`src/rtl/stall_scoreboard_unit_pkg.sv`:
```
// Shared types and helpers for the decode stall scoreboard.
// Holds the multi-cycle unit state encoding and the width function.
package stall_scoreboard_unit_pkg;

  typedef enum logic [1:0] {
    UNIT_IDLE = 2'd0,
    UNIT_MULT = 2'd1,
    UNIT_DIV  = 2'd2
  } unit_state_e;

  function automatic int clog2_w(input int value);
    int w;
    w = 1;
    while ((1 << w) < value) w++;
    return w;
  endfunction

endpackage

```
`src/rtl/multicycle_unit_tracker.sv`:
```
// Occupancy tracker for the shared multiplier/divider.
// Frees the unit in its last busy cycle so back-to-back issue works.
module multicycle_unit_tracker
  import stall_scoreboard_unit_pkg::*;
#(
  parameter int MULT_LATENCY = 4,
  parameter int DIV_LATENCY  = 33,
  parameter int CNT_W        = 6
) (
  input  logic clock,
  input  logic reset,
  input  logic start_mult_i,
  input  logic start_div_i,
  output logic unit_busy_o,
  output logic free_o
);

  localparam logic [CNT_W-1:0] MULT_CNT = CNT_W'(MULT_LATENCY);
  localparam logic [CNT_W-1:0] DIV_CNT  = CNT_W'(DIV_LATENCY);
  localparam logic [CNT_W-1:0] CNT_ONE  = CNT_W'(1);

  unit_state_e      state_q;
  logic [CNT_W-1:0] cnt_q;
  logic             busy_q;

  always_ff @(posedge clock or negedge reset) begin
    if (!reset) begin
      state_q <= UNIT_IDLE;
      cnt_q   <= '0;
      busy_q  <= 1'b0;
    end else if (start_mult_i) begin
      state_q <= UNIT_MULT;
      cnt_q   <= MULT_CNT;
      busy_q  <= 1'b1;
    end else if (start_div_i) begin
      state_q <= UNIT_DIV;
      cnt_q   <= DIV_CNT;
      busy_q  <= 1'b1;
    end else if (state_q != UNIT_IDLE) begin
      if (cnt_q <= CNT_ONE) begin
        state_q <= UNIT_IDLE;
        cnt_q   <= '0;
        busy_q  <= 1'b0;
      end else begin
        cnt_q   <= cnt_q - CNT_ONE;
      end
    end
  end

  assign unit_busy_o = busy_q;
  assign free_o      = (state_q == UNIT_IDLE) || (cnt_q == CNT_ONE);

endmodule

```
`src/rtl/stall_scoreboard_unit.sv`:
```
// Decode-stage register scoreboard with structural stall for mul/div.
// Produces the issue strobe and the fetch/decode freeze signal.
module stall_scoreboard_unit
  import stall_scoreboard_unit_pkg::*;
#(
  parameter int NUM_REGS     = 32,
  parameter int MULT_LATENCY = 4,
  parameter int DIV_LATENCY  = 33,
  parameter int STALL_EXTEND = 1,
  parameter int WB_BYPASS    = 1,
  parameter int REG_W        = clog2_w(NUM_REGS)
) (
  input  logic             clock,
  input  logic             reset,
  input  logic             valid_decode,
  input  logic [REG_W-1:0] rs1,
  input  logic [REG_W-1:0] rs2,
  input  logic             rs1_used,
  input  logic             rs2_used,
  input  logic [REG_W-1:0] rd_decode,
  input  logic             regwrite_decode,
  input  logic             is_mult,
  input  logic             is_div,
  input  logic             regwrite_writeback,
  input  logic [REG_W-1:0] rd_writeback,
  input  logic             flush,
  output logic             stall_needed,
  output logic             issue,
  output logic             unit_busy
);

  localparam int MAX_LAT = (MULT_LATENCY > DIV_LATENCY) ?
                           MULT_LATENCY : DIV_LATENCY;
  localparam int CNT_W   = clog2_w(MAX_LAT + 1);

  logic [NUM_REGS-1:0] busy_q, busy_d;
  logic                hazard_q;
  logic                wb_hit1, wb_hit2;
  logic                src1_busy, src2_busy;
  logic                data_haz, struct_haz, hazard;
  logic                unit_free;

  // Write-through regfile: a retiring write satisfies a same-cycle read.
  assign wb_hit1 = (WB_BYPASS != 0) && regwrite_writeback &&
                   (rd_writeback == rs1);
  assign wb_hit2 = (WB_BYPASS != 0) && regwrite_writeback &&
                   (rd_writeback == rs2);

  assign src1_busy = busy_q[rs1] && !wb_hit1;
  assign src2_busy = busy_q[rs2] && !wb_hit2;

  assign data_haz   = valid_decode &&
                      ((rs1_used && src1_busy) ||
                       (rs2_used && src2_busy));
  assign struct_haz = valid_decode && (is_mult || is_div) && !unit_free;
  assign hazard     = data_haz || struct_haz;

  assign issue = reset && valid_decode && !hazard && !flush;

  assign stall_needed = reset &&
                        (hazard || ((STALL_EXTEND != 0) && hazard_q));

  always_comb begin
    busy_d = busy_q;
    if (regwrite_writeback) busy_d[rd_writeback] = 1'b0;
    if (issue && regwrite_decode && (rd_decode != '0))
      busy_d[rd_decode] = 1'b1;
    busy_d[0] = 1'b0;
  end

  always_ff @(posedge clock or negedge reset) begin
    if (!reset) begin
      busy_q   <= '0;
      hazard_q <= 1'b0;
    end else begin
      busy_q   <= busy_d;
      hazard_q <= hazard;
    end
  end

  multicycle_unit_tracker #(
    .MULT_LATENCY (MULT_LATENCY),
    .DIV_LATENCY  (DIV_LATENCY),
    .CNT_W        (CNT_W)
  ) u_tracker (
    .clock        (clock),
    .reset        (reset),
    .start_mult_i (issue && is_mult),
    .start_div_i  (issue && is_div),
    .unit_busy_o  (unit_busy),
    .free_o       (unit_free)
  );

endmodule

```
`config.mk`:
```
export PLATFORM = sky130hd
export DESIGN_NAME = stall_scoreboard_unit
export DESIGN_NICKNAME = d
export VERILOG_FILES = /design/src/rtl/stall_scoreboard_unit_pkg.sv /design/src/rtl/multicycle_unit_tracker.sv /design/src/rtl/stall_scoreboard_unit.sv
export SDC_FILE = /design/constraint.sdc
export NUM_CORES = 1
export LEC_CHECK = 0
export ABC_AREA = 0
export CORE_AREA = 5 5 75 77
export DETAILED_ROUTE_END_ITERATION = 10
export DIE_AREA = 0 0 80 82
export MAX_ROUTING_LAYER = met4
export PLACE_DENSITY = 0.79
export SYNTH_ARGS = -nofsm -noshare
export SYNTH_HDL_FRONTEND = slang
export SYNTH_SLANG_ARGS = --single-unit
```
`constraint.sdc`:
```
create_clock -name clock -period 2.9 [get_ports clock]
set_input_delay 0.435 -clock clock [delete_from_list [all_inputs] [get_ports clock]]
set_output_delay 0.435 -clock clock [all_outputs]
set_load 0.01 [all_outputs]
```
# After elaboration in Yosys (flattened, before gate mapping)
# Index checks and enable logic that the tools add are counted.
[word_totals]
register_bits = 41
inputBits = 30
output_inout_bits = 3
word_cells = 76
[op_classes]
add_sub_neg = 1
order_cmp = 7
eq_ne = 3
mux = 22
n_bitwise = 3
n_reduce_logical = 35
[ops]
columns = ["operator", "n"]
rows = [
  ["$mux 32", 2],
  ["$and 32x32->32", 1],
  ["$not 32->32", 1],
  ["$or 32x32->32", 1],
  ["$lt 5x6->1 const B", 4],
  ["$mux 6", 4],
  ["$logic_and 1x1->1", 19],
  ["$bmux 1 s5", 2],
  ["$demux 1 s5", 2],
  ["$eq 5x5->1", 2],
  ["$ge 5x1->1 const B", 2],
  ["$mux 1", 8],
  ["$mux 2", 4],
  ["$eq 6x1->1 const B", 1],
  ["$le 6x1->1 const B", 1],
  ["$reduce_bool 3->1", 2],
  ["$sub 6x1->6 const B", 1],
  ["$logic_not 1->1", 5],
  ["$logic_or 1x1->1", 5],
  ["$reduce_bool 5->1", 1],
  ["$logic_not 2->1", 1],
  ["$reduce_and 2->1", 1],
  ["$reduce_bool 2->1", 1],
]

# Logic depth before layout (Yosys ltp)
# Gate-level depths: netlist of the first run.
[logic_depth]
word_depth = 14
mapped_depth = 9
mapped_depth_nobuf = 7

# Cells and area by module
# A second synthesis of the first run with hierarchy kept.
[hier_totals]
hier_cells = 271
area_unflattened_um2 = 2824.0
[by_module_without_submodules]
columns = ["module", "instances", "cells_each", "area_each_um2", "seq_area_each_um2"]
rows = [
  ["stall_scoreboard_unit", 1, 218, 2317.2, 800.8],
  ["multicycle_unit_tracker", 1, 53, 506.7, 225.2],
]

# Worst setup path before layout of the first run
# No wires, ideal clock.
[synth_path]
path_kind = "input port to output port"
from = "in rs1[0]"
to = "out stall_needed"
t_arrival_ps = 2200
required_ps = 2465
slack_ps = 265
path_stages = 9
n_path_buf = 2
path_cell_list = "buf_4 mux4_2 a22oi_1 a31oi_1 o211ai_2 o211ai_4 buf_6 and2_1 o21a_1"
[synth_between]
elab_chain_cells = 10
elab_cells_between_ends = 12
cone_classes = "eq/ne (1); mux (2); reduce/logical (9)"
[synth_rtl]
columns = ["item", "line_no", "rtl"]
rows = [
  ["from (decl)", "stall_scoreboard_unit.sv:16", "input logic [REG_W-1:0] rs1,"],
  ["branches (longest 3 deep; another with $bmux 1 s5)", "n/a", ""],
  ["$logic_and 1x1->1 (*)", "stall_scoreboard_unit.sv:49", "assign src1_busy = busy_q[rs1] && !wb_hit1;"],
  ["$logic_and 1x1->1 (*)", "stall_scoreboard_unit.sv:53", "((rs1_used && src1_busy) ||"],
  ["$logic_or 1x1->1 (*)", "stall_scoreboard_unit.sv:53", ""],
  ["$logic_and 1x1->1 (*)", "stall_scoreboard_unit.sv:52", "assign data_haz = valid_decode &&"],
  ["$logic_or 1x1->1 (*)", "stall_scoreboard_unit.sv:56", "assign hazard = data_haz || struct_haz;"],
  ["net hazard", "stall_scoreboard_unit.sv:40", "logic data_haz, struct_haz, hazard;"],
  ["$logic_or 1x1->1 (*)", "stall_scoreboard_unit.sv:61", "(hazard || ((STALL_EXTEND != 0) && hazard_q));"],
  ["$logic_and 1x1->1 (*)", "stall_scoreboard_unit.sv:60", "assign stall_needed = reset &&"],
  ["to (decl)", "stall_scoreboard_unit.sv:27", "output logic stall_needed,"],
]
# Mark *: on every way through the listed nets, which the timed path passes. The select of a mux whose other input is x is not followed.

# Worst setup path after layout of the first run
[layout_path]
from = "reg busy_q[23]"
to = "out stall_needed"
[layout_between]
elab_chain_cells = 9
elab_cells_between_ends = 13
cone_classes = "mux (4); reduce/logical (9)"
[layout_rtl]
columns = ["item", "line_no", "rtl"]
rows = [
  ["from (decl)", "stall_scoreboard_unit.sv:36", "logic [NUM_REGS-1:0] busy_q, busy_d;"],
  ["from (signal assigned)", "stall_scoreboard_unit.sv:76", "busy_q <= busy_d;"],
  ["$bmux 1 s5, on equally long branches", "stall_scoreboard_unit.sv:49, stall_scoreboard_unit.sv:50", ""],
  ["$mux 1, on equally long branches", "stall_scoreboard_unit.sv:49, stall_scoreboard_unit.sv:50", ""],
  ["$logic_and 1x1->1, on equally long branches", "stall_scoreboard_unit.sv:49, stall_scoreboard_unit.sv:50", ""],
  ["$logic_and 1x1->1, on equally long branches", "stall_scoreboard_unit.sv:53, stall_scoreboard_unit.sv:54", ""],
  ["$logic_or 1x1->1 (*)", "stall_scoreboard_unit.sv:53", ""],
  ["$logic_and 1x1->1 (*)", "stall_scoreboard_unit.sv:52", ""],
  ["$logic_or 1x1->1 (*)", "stall_scoreboard_unit.sv:56", ""],
  ["net hazard", "stall_scoreboard_unit.sv:40", ""],
  ["$logic_or 1x1->1 (*)", "stall_scoreboard_unit.sv:61", ""],
  ["$logic_and 1x1->1 (*)", "stall_scoreboard_unit.sv:60", ""],
]
# The timed path passes the listed nets; every way through them passes the cells marked *. The select of a mux whose other input is x is not followed.

==> results of run 1 <==
==> state kept, by name (all words and copies together), names as in the netlist <==
signal	flops
u_tracker.state_q	2
busy_q	31
u_tracker.unit_busy_o	1
u_tracker.cnt_q	6
hazard_q	1
==> power breakdown <==
part	switching, uW	total [uW]	internal [uW]
clock network	189	439	250
registers	91.5	759	668
logic	371	706	335
==> cell families (layout without fill, tap and decap cells) <==
| logic type | after synthesis | in the layout |
|---|---|---|
| AO/OA/AOI/OAI | 98 | 98 |
| AND/OR/NAND/NOR | 70 | 70 |
| adder cells (fa/ha/maj) | 2 | 2 |
| multiplexers | 20 | 20 |
| buffers and inverters | 21 | 85 |
| XOR/XNOR | 10 | 10 |
| flip-flops | 41 | 41 |
==> per-stage QoR <==
| stage | setup TNS (ns) | hold WS, ns | area [um^2] | cells |
|---|---|---|---|---|
| after global routing | 0 | 0.3044 | 3416 | 396 |
| after detailed placement | -15.28 | 0.5172 | 3251 | 385 |
| after CTS | 0 | 0.2644 | 3410 | 395 |
| after floorplan | 0 | 0.1394 | 2648 | 262 |
| final | 0 | 0.2387 | 3416 | 396 |
| after global placement | -12.54 | 0.5157 | 3251 | 385 |
==> cell usage in the layout, fill, tap and decap left out, drive strengths merged, types with 2 or more instances in the layout <==
master,count
inv,7
or2,2
a221oi,2
nand3b,7
dlygate4sd2,2
nor2,13
and2,2
o31ai,10
nor2b,2
mux2i,6
nand2,9
nand2b,6
o41ai,8
o21a,2
or3b,3
nand3,9
dfrtp,41
or4,4
clkdlybuf4s50,23
a22oi,2
o21ai,55
a2bb2oi,3
nor3,6
buf,41
xnor2,6
a21oi,7
nor4,2
or3,2
o211ai,2
ha,2
mux2,2
xor2,4
mux4,12
clkbuf,7
==> metal layers <==
layer	GRT usage	routed length [um]	vias to the layer above
met5	-	0	-
met2	0.4222	3720	94
li1	-	-	1135
met1	0.3116	3163	1212
met4	0.1030	158	0
met3	0.04496	437	16
==> what timing repair did <==
item	4_1_cts	5_1_grt
gates cloned	1	0
pin swaps	2	7
setup buffers	2	1
setup endpoints to repair	29	20
gates resized for setup	18	10
==> cell usage after synthesis, drive strengths merged (3+ instances only) <==
cell type	instances	area share
nor2	13	0.018
o21ai	55	0.11
dfrtp	41	0.39
o41ai	8	0.029
or3b	3	0.0099
buf	6	0.017
xor2	4	0.013
nand2b	6	0.014
clkbuf	8	0.011
nand3	9	0.017
nand2	9	0.013
a2bb2oi	3	0.0099
a21oi	7	0.013
o31ai	10	0.028
mux2i	6	0.023
mux4	12	0.10
inv	7	0.0099
xnor2	6	0.020
nor3	6	0.011
or4	4	0.013
nand3b	7	0.020
==> layout make-up <==
| type | count | area (um^2) | share of cell area |
|---|---|---|---|
| multi-input cells | 200 | 1539 | 0.4506 |
| well taps | 70 | 87.58 | 0.02564 |
| clock inverters | 2 | 35.03 | 0.01026 |
| inverters | 7 | 26.28 | 0.007692 |
| flip-flops and latches | 41 | 1026 | 0.3004 |
| repair buffers | 71 | 633.1 | 0.1853 |
| clock buffers | 5 | 68.82 | 0.02015 |
==> worst max path at each step <==
stage	endpoint	from	slack, ns	depth (start not counted)
global route	stall_needed	busy_q[23]	0.006	8
detailed placement	stall_needed	rs2[0]	-0.68	11
finish	stall_needed	busy_q[23]	0.08	8
global placement	stall_needed	rs2[0]	-0.62	9
floorplan	stall_needed	rs1[0]	0.27	9
CTS	stall_needed	rs2[0]	0.006	11
==> metrics.md, run 1 <==
| Metric | Value |
|---|---|
| Status | `completed` |
| Final Power | `between 1500 and 2000 uW` |
| Synthesized flop and latch total | `just over 40` |
| CP Max Fanout | `3` |
| Max-cap violations | `0` |
| Post-DP HPWL | `between 5 and 6 mm` |
| Post-layout util | `0.6908` |
| Top-level I/O count | `33` |
| Worst-path clk slew | `0.08 ns` |
| Cts hold-fix bufs | `0` |
| # setup viols final | `0` |
| Synthesized-area fraction occupied by xor and xnor cells | `0.03308` |
| Initial Utilization | `0.5354` |
| CP Data Arrival Time | `approximately 2.4 ns` |
| Total gr overflow | `0` |
| Worst-path cell chain | `mux4_2 -> and2_4 -> a2111oi_4 -> a311o_2 -> o211ai_4 -> and2_4 -> o21a_1 -> buf_2` |
| Vias in the first global route | `approximately 2600` |
| Port buffer count | `32` |
| Slew HR | `0.6566` |
| Layout cells sized above 1 | `0.2577` |
| GRT Resource Usage Total | `0.2551` |
| DR WL/cell | `between 15 and 20 um` |
| DRC Markers | `0` |
| Syn_nets | `between 200 and 300` |
| Min Tclk post-route | `approximately 2.8 ns` |
| Synth-to-layout area growth | `29.02%` |
| Clock Path Buffers | `2` |
| Full die area | `0.006560 mm^2` |
| Post-Synthesis Cells | `about 260` |
| Crit start category | `register` |
| Die height | `between 80 and 90 um` |
| Worst Max-Slew Pin Slew | `0.5151 ns` |
| Crit path required time | `between 2 and 2.5 ns` |
| Asr flop ratio synth | `1.000` |
| Die Wd | `~80 um` |
| Fillers | `between 400 and 500` |
| Slowest stage delay, CP | `approximately 0.47 ns` |
| Top_reg_cell synth | `dfrtp_1` |
| Worst setup path category | `register to primary output` |
| Critical path capture point type | `primary output` |
| RSZ-0062 raised after global routing | `no` |
| CTS tree | `built` |
| Pin count of the biggest net entering global routing | `42` |
| Largest family of logic cells by synthesized area | `compound AO/OA/AOI/OAI gates` |
| Clk Latency, worst-skew pair | `~0.3 ns` |
| Worst vdd ir | `roughly 0.56 mV` |
| Critical path's slowest cell | `mux4_2` |
| Hold crit path type | `input port to async pin` |
| Final Hold Viols | `0` |
| Core ar. | `roughly 0.0049 mm^2` |
| Synth Area in Simple Gates | `0.1498` |
| Post-synth EDFFs | `0` |
| Most frequent CP cell | `and2_4` |
| Synthesis Warnings | `0` |
| Register area share after synthesis | `0.3875` |
| Fmax | `about 0.35 GHz` |
| Worst R2R End | `busy_q[2]` |
| Placer Congestion | `between 0.9 and 1` |
| Starting DRT DRC Count | `roughly 130` |
| Fin crit share | `0.9726` |
| Initial antenna violation count | `0` |
| Synth Cell Area | `0.002648 mm^2` |
| DR vias | `between 2000 and 2500` |
| DRT antenna net count | `0` |
| Final Skew | `~0.0075 ns` |
| CTS buffer count | `5` |
| Core Rows | `26` |
| First-pass GRT wire length | `approximately 13 mm` |
| Via density per instance | `about 6.2` |
| Number of library cell types mapped by synthesis | `between 50 and 60` |
| Clock H-tree levels | `2` |
| Worst R2R Path Depth | `8` |
| CP top delay family | `compound AO/OA/AOI/OAI gates` |
| Slack of the critical path | `0.07932 ns` |
| Final Max Slew Viols | `0` |
| Worst path bufs/invs | `1` |
| CTS root buf | `clkbuf_8` |
| Flop2flop setup slack | `about 0.16 ns` |
| ANT cells | `0` |
| TritonRoute pass-1 iters | `5` |
| Pwr per Cell Area | `557.6 mW/mm^2` |
| Post-Synth Adder-Cell Area | `0.009452` |
| Pre-CTS WS | `-0.6778 ns` |
| Final wirelength | `between 7 and 8 mm` |
| Mean post-synth cell area | `between 10 and 15 um^2` |
| Compound-Gate Fraction of Synth Area | `0.2472` |
| Num Clock Sinks | `slightly above 40` |
| Critical R2R Launch | `busy_q[23]` |
| P_leak | `0.001435 uW` |
| Net count, final | `around 360` |
| Post-synthesis mux area share | `0.1347` |
Power figures use the tool's default switching activity.
==> inputs of run 2 (changes only) <==
--- a/config.mk
+++ b/config.mk
@@ -9,6 +9,7 @@
 export CORE_AREA = 5 5 75 77
 export DETAILED_ROUTE_END_ITERATION = 10
 export DIE_AREA = 0 0 80 82
+export GPL_TIMING_DRIVEN = 0
 export MAX_ROUTING_LAYER = met4
 export PLACE_DENSITY = 0.79
 export SYNTH_ARGS = -nofsm -noshare
==> run 2 against run 1 <==
Critical endpoint unchanged. Critical path depth increased by 1. Sequential power about the same. Sequential share of layout area increased by 1.2 points. Clock skew increased by 0.0023 ns. First-iteration DRC count increased by 38%. Routed wire length decreased by 3.1%. Setup slack got worse by 0.0091 ns. Cell count decreased by 5.3%.
==> metrics.md, run 2 (synthesis gave the netlist of run 1 again) <==
| Metric | Value |
|---|---|
| Crit path required time | `~2.5 ns` |
| Core Rows | `26` |
| Worst Max-Slew Pin Slew | `0.7782 ns` |
| Worst-path clk slew | `around 0.080 ns` |
| Clock H-tree levels | `2` |
| Full die area | `0.006560 mm^2` |
| Fmax | `0.3534 GHz` |
| Status | `completed` |
| Initial antenna violation count | `0` |
| Slack of the critical path | `around 0.070 ns` |
| Post-DP HPWL | `5.236 mm` |
| Commonest non-fill, non-tap cell in the layout | `dfrtp_1` |
| Total gr overflow | `0` |
| CTS buffer count | `5` |
| Final Power | `between 1500 and 2000 uW` |
| Port buffer count | `23` |
| Core ar. | `between 0.004 and 0.005 mm^2` |
| Biggest register | `busy_q` |
| Placed Area | `approximately 0.003 mm^2` |
| DR WL/cell | `around 19 um` |
| Min Tclk post-route | `2.830 ns` |
| Fin crit share | `0.9758` |
| CTS root buf | `clkbuf_8` |
| Die height | `82 um` |
| Worst R2R End | `busy_q[9]` |
| Starting DRT DRC Count | `around 190` |
| Critical R2R Launch | `busy_q[23]` |
| TritonRoute pass-1 iters | `4` |
| Number of flip-flops in the largest register | `31` |
| CP Max Fanout | `3` |
| Pwr per Cell Area | `~590 mW/mm^2` |
| Final wirelength | `roughly 7.3 mm` |
| Final Hold Viols | `0` |
| Synth-to-layout area growth | `24.15%` |
| DR vias | `between 2000 and 2500` |
| Pin count of the biggest net entering global routing | `36` |
| CP Data Arrival Time | `between 2 and 2.5 ns` |
| Worst R2R Path Depth | `11` |
| ANT cells | `0` |
| Net count, final | `between 300 and 400` |
| Flop2flop setup slack | `approximately 0.10 ns` |
| Clock Path Buffers | `2` |
| Slew HR | `0.4812` |
| Hold crit path type | `input port to async pin` |
| Layout cells sized above 1 | `0.2197` |
| Crit path launch | `busy_q[23]` |
| Final Skew | `between 0.009 and 0.01 ns` |
| Worst setup path category | `register to primary output` |
| Top-level I/O count | `33` |
| Die Wd | `80 um` |
| Final Max Slew Viols | `0` |
| Pre-CTS WS | `-0.8377 ns` |
| CTS tree | `built` |
| Via density per instance | `about 6.4` |
| DRT antenna net count | `0` |
| DRC Markers | `0` |
| Placer Congestion | `just over 0.9` |
| Num Clock Sinks | `just over 40` |
| Commonest non-fill, non-tap cells in the layout | `dfrtp_1 (41), o21ai_0 (40), clkdlybuf4s50_1 (18)` |
| Worst vdd ir | `~0.48 mV` |
| Design area | `around 0.0033 mm^2` |
| RSZ-0062 raised after global routing | `yes` |
| Crit start category | `register` |
| # setup viols final | `0` |
| Largest registers | `busy_q x31, u_tracker.cnt_q x6, u_tracker.state_q x2` |
| Post-layout util | `0.6647` |
| Vias in the first global route | `between 2000 and 3000` |
| First-pass GRT wire length | `12.06 mm` |
| GRT Resource Usage Total | `0.2489` |
| Critical path capture point type | `primary output` |
| Clk Latency, worst-skew pair | `between 0.2 and 0.3 ns` |
| Initial Utilization | `0.5354` |
| P_leak | `roughly 0.0013 uW` |
| Max-cap violations | `0` |
| CP endpoint | `stall_needed` |
## run 2: metrics by stage
stage	hold slack, ns	cells	TNS, ns
floorplan	0.1394	262	0
global placement	0.5105	355	-25.72
detailed placement	0.3101	356	-12.92
CTS	0.5260	374	0
global route	0.5555	375	-0.03009
finish	0.5299	375	0
## run 2: routing by layer
layer | vias to the layer above | routed length, um | global-route usage
met5 | - | 0 | -
met2 | 122 | 3545 | 0.4073
met3 | 20 | 619 | 0.04167
li1 | 1091 | - | -
met1 | 1165 | 2886 | 0.3013
met4 | 0 | 199 | 0.1199
## run 2: where the power goes
| part | internal, uW | total [uW] | switching (uW) | leakage, uW |
|---|---|---|---|---|
| combinational | 318 | 699 | 382 | 0.000687 |
| clock | 281 | 474 | 193 | 0.0000585 |
| sequential | 667 | 758 | 90.7 | 0.000555 |
| total | 1270 | 1930 | 665 | 0.00130 |
## run 2: worst min path at each step
stage / from / to / depth (start not counted)
detailed placement: reset / u_tracker.cnt_q[0] / 1
global placement: u_tracker.unit_busy_o / u_tracker.unit_busy_o / 2
global route: reset / u_tracker.cnt_q[4] / 2
finish: reset / u_tracker.cnt_q[4] / 2
CTS: reset / u_tracker.cnt_q[4] / 2
floorplan: reset / busy_q[10] / 0
## run 2: area by class of cell
| cell class | instances | area, um^2 |
|---|---|---|
| Timing Repair Buffer | 36 | 339.1 |
| Buffer | 13 | 73.82 |
| Inverter | 7 | 26.28 |
| Clock buffer | 7 | 86.33 |
| Sequential cell | 41 | 1026 |
| Clock inverter | 1 | 30.03 |
| Fill cell | 387 | 1658 |
| Multi-Input combinational cell | 200 | 1618 |
| Tap cell | 70 | 87.58 |
## run 2: timing repair
action | CTS | global route
setup endpoints to repair | 22 | 22
buffers inserted | 10 | 1
hold buffers | 1 | 0
pin swaps | 3 | 4
resized for setup | 14 | 20
hold endpoints to repair | 6 | 0
## run 2: worst max-delay path, stage by stage (launching register included)
cell       delay [ns]
dfrtp_1          0.38
buf_4            0.13
mux4_2           0.46
and2_4           0.18
a2111oi_4        0.17
a311o_2          0.19
o211ai_4         0.11
and2_4           0.18
o21a_1           0.16
buf_2            0.13
==> inputs of run 3 (changes only) <==
--- a/config.mk
+++ b/config.mk
@@ -12,6 +12,7 @@
 export GPL_TIMING_DRIVEN = 0
 export MAX_ROUTING_LAYER = met4
 export PLACE_DENSITY = 0.79
+export RECOVER_POWER = 25
 export SYNTH_ARGS = -nofsm -noshare
 export SYNTH_HDL_FRONTEND = slang
 export SYNTH_SLANG_ARGS = --single-unit
==> run 3 against run 2 <==
The run now ends with capacitance limit, slew limit left. Via count rose by 0.25%. Sequential share of layout area up 0.071 points. Combinational power is essentially flat. Sequential cell count unchanged. Die area unchanged. Cell count unchanged. Hold slack lost 0.018 ns. Clock power barely moved. Largest power group unchanged. Highest routed layer unchanged.
==> metrics.md, run 3 (synthesis gave the netlist of run 1 again) <==
| Metric | Value |
|---|---|
| Critical R2R Launch | `busy_q[23]` |
| DRC Markers | `0` |
| CP Data Arrival Time | `2.40 ns` |
| Min Tclk post-route | `~2.8 ns` |
| GRT Resource Usage Total | `0.2489` |
| Slew HR | `-0.05533` |
| Num Clock Sinks | `41` |
| Final Hold Viols | `0` |
| CTS tree | `built` |
| Core Rows | `26` |
| Die Wd | `80 um` |
| Port buffer count | `23` |
| Core ar. | `a little under 0.005 mm^2` |
| Hold crit path type | `input port to async pin` |
| Clk Latency, worst-skew pair | `around 0.30 ns` |
| Worst Max-Slew Pin Slew | `around 1.6 ns` |
| M2 GR Usage | `0.4073` |
| Fillers | `~390` |
| CTS root buf | `clkbuf_8` |
| # setup viols final | `0` |
| Via density per instance | `6.411` |
| P_leak | `0.001304 uW` |
| Die height | `between 80 and 90 um` |
| Clock H-tree levels | `2` |
| Fmax | `between 0.3 and 0.4 GHz` |
| Top-level I/O count | `33` |
| First-pass GRT wire length | `12.06 mm` |
| Status | `complete, but fails checks` |
| Full die area | `roughly 0.0066 mm^2` |
| Gr busiest metal | `met2` |
| Clock Path Buffers | `2` |
| DRT antenna net count | `0` |
| Final wirelength | `7.260 mm` |
| Initial Utilization | `0.5354` |
| Worst-path clk slew | `roughly 0.080 ns` |
| Crit path required time | `2.47 ns` |
| Initial antenna violation count | `0` |
| Commonest non-fill, non-tap cell in the layout | `dfrtp_1` |
| Synth-to-layout area growth | `23.87%` |
| Fin crit share | `0.9772` |
| DR vias | `2404` |
| Hold_ws | `~0.5 ns` |
| Met1 Use GR | `0.3013` |
| Total gr overflow | `0` |
| Worst vdd ir | `between 0.4 and 0.5 mV` |
| Final Max Slew Viols | `36` |
| Worst setup path category | `register to primary output` |
| Critical path's slowest cell | `mux4_2` |
| Vias in the first global route | `2501` |
| Largest registers | `busy_q x31, u_tracker.cnt_q x6, u_tracker.state_q x2` |
| Final Skew | `around 0.01 ns` |
| Net count, final | `between 300 and 400` |
| Max-cap violations | `1` |
| Pin count of the biggest net entering global routing | `36` |
| CP Max Fanout | `3` |
| Crit start category | `register` |
| Commonest non-fill, non-tap cells in the layout | `dfrtp_1 (41), o21ai_0 (40), clkdlybuf4s50_1 (18)` |
| TritonRoute pass-1 iters | `4` |
| Critical path capture point type | `primary output` |
| Failing checks | `capacitance limit, slew limit` |
| Setup TNS Final | `0 ns` |
| Worst-path cell chain | `buf_4 -> mux4_2 -> and2_4 -> a2111oi_4 -> a311o_2 -> o211ai_4 -> and2_4 -> o21a_1 -> buf_2` |
| Met3 usage | `0.04167` |
| Biggest register | `busy_q` |
| Slowest stage delay, CP | `about 0.46 ns` |
| Pwr per Cell Area | `just under 600 mW/mm^2` |
| DR WL/cell | `~19 um` |
| Most frequent CP cell | `and2_4` |
| Crit path launch | `busy_q[23]` |
| Layout cells sized above 1 | `0.2164` |
| CTS buffer count | `5` |
| Post-layout util | `0.6632` |
| Placer Congestion | `between 0.9 and 1` |
| RSZ-0062 raised after global routing | `yes` |
| Starting DRT DRC Count | `about 190` |
| ANT cells | `0` |
| Post-DP HPWL | `roughly 5.2 mm` |
| Number of flip-flops in the largest register | `31` |
==> run 3: stage by stage <==
step	setup slack (ns)	instance area (um^2)	total power [uW]	cells
floorplan	0.2651	2648	1193	262
global placement	-0.9147	2965	1373	355
detailed placement	-0.8377	2980	1396	356
CTS	0.02883	3192	1908	374
global route	-0.03009	3279	2051	375
finish	0.06622	3279	1930	375
==> run 3: worst max-delay path: cells and delay by family (launching register included) <==
kind | cells | cell delay (ns)
simple gates | 2 | 0.36
compound gates | 4 | 0.63
mux | 1 | 0.46
buf+inv | 2 | 0.26
flops | 1 | 0.38
==> run 3: metal layers <==
layer	routed length, um	up-vias
li1	-	1093
met1	2904	1163
met2	3577	132
met3	605	16
met4	173	0
met5	0	-
==> run 3: report_power, final <==
part | leakage, uW | switching [uW] | total, uW | internal (uW)
Sequential | 0.000555 | 90.9 | 758 | 667
Clock | 0.0000585 | 195 | 475 | 281
Combinational | 0.000690 | 381 | 697 | 316
Total | 0.00130 | 666 | 1930 | 1260
==> run 3: worst paths after layout <==
check,end,slack [ns],depth (start not counted)
worst max-delay path,stall_needed,0.07,9
worst min-delay path,u_tracker.cnt_q[4],0.51,2
worst max register to register,busy_q[14],0.09,10
worst min register to register,u_tracker.unit_busy_o,0.54,2
max in group asynchronous,busy_q[28],0.55,3
min in group clock,u_tracker.unit_busy_o,0.54,2
==> run 3: cell type report <==
type,count,area (um^2),area share
Timing Repair Buffer,36,331.6,0.1011
Multi-Input combinational cell,200,1618,0.4933
Buffer,13,73.82,0.02251
Inverter,7,26.28,0.008012
Clock buffer,7,86.33,0.02633
Sequential cell,41,1026,0.3129
Clock inverter,1,30.03,0.009157
Tap cell,70,87.58,0.02671
==> run 3: timing repair <==
item,4_1_cts,5_1_grt
setup endpoints to repair,22,22
resized for setup,14,20
buffers inserted,10,1
pin swaps,3,4
hold endpoints to repair,6,0
hold buffers,1,0
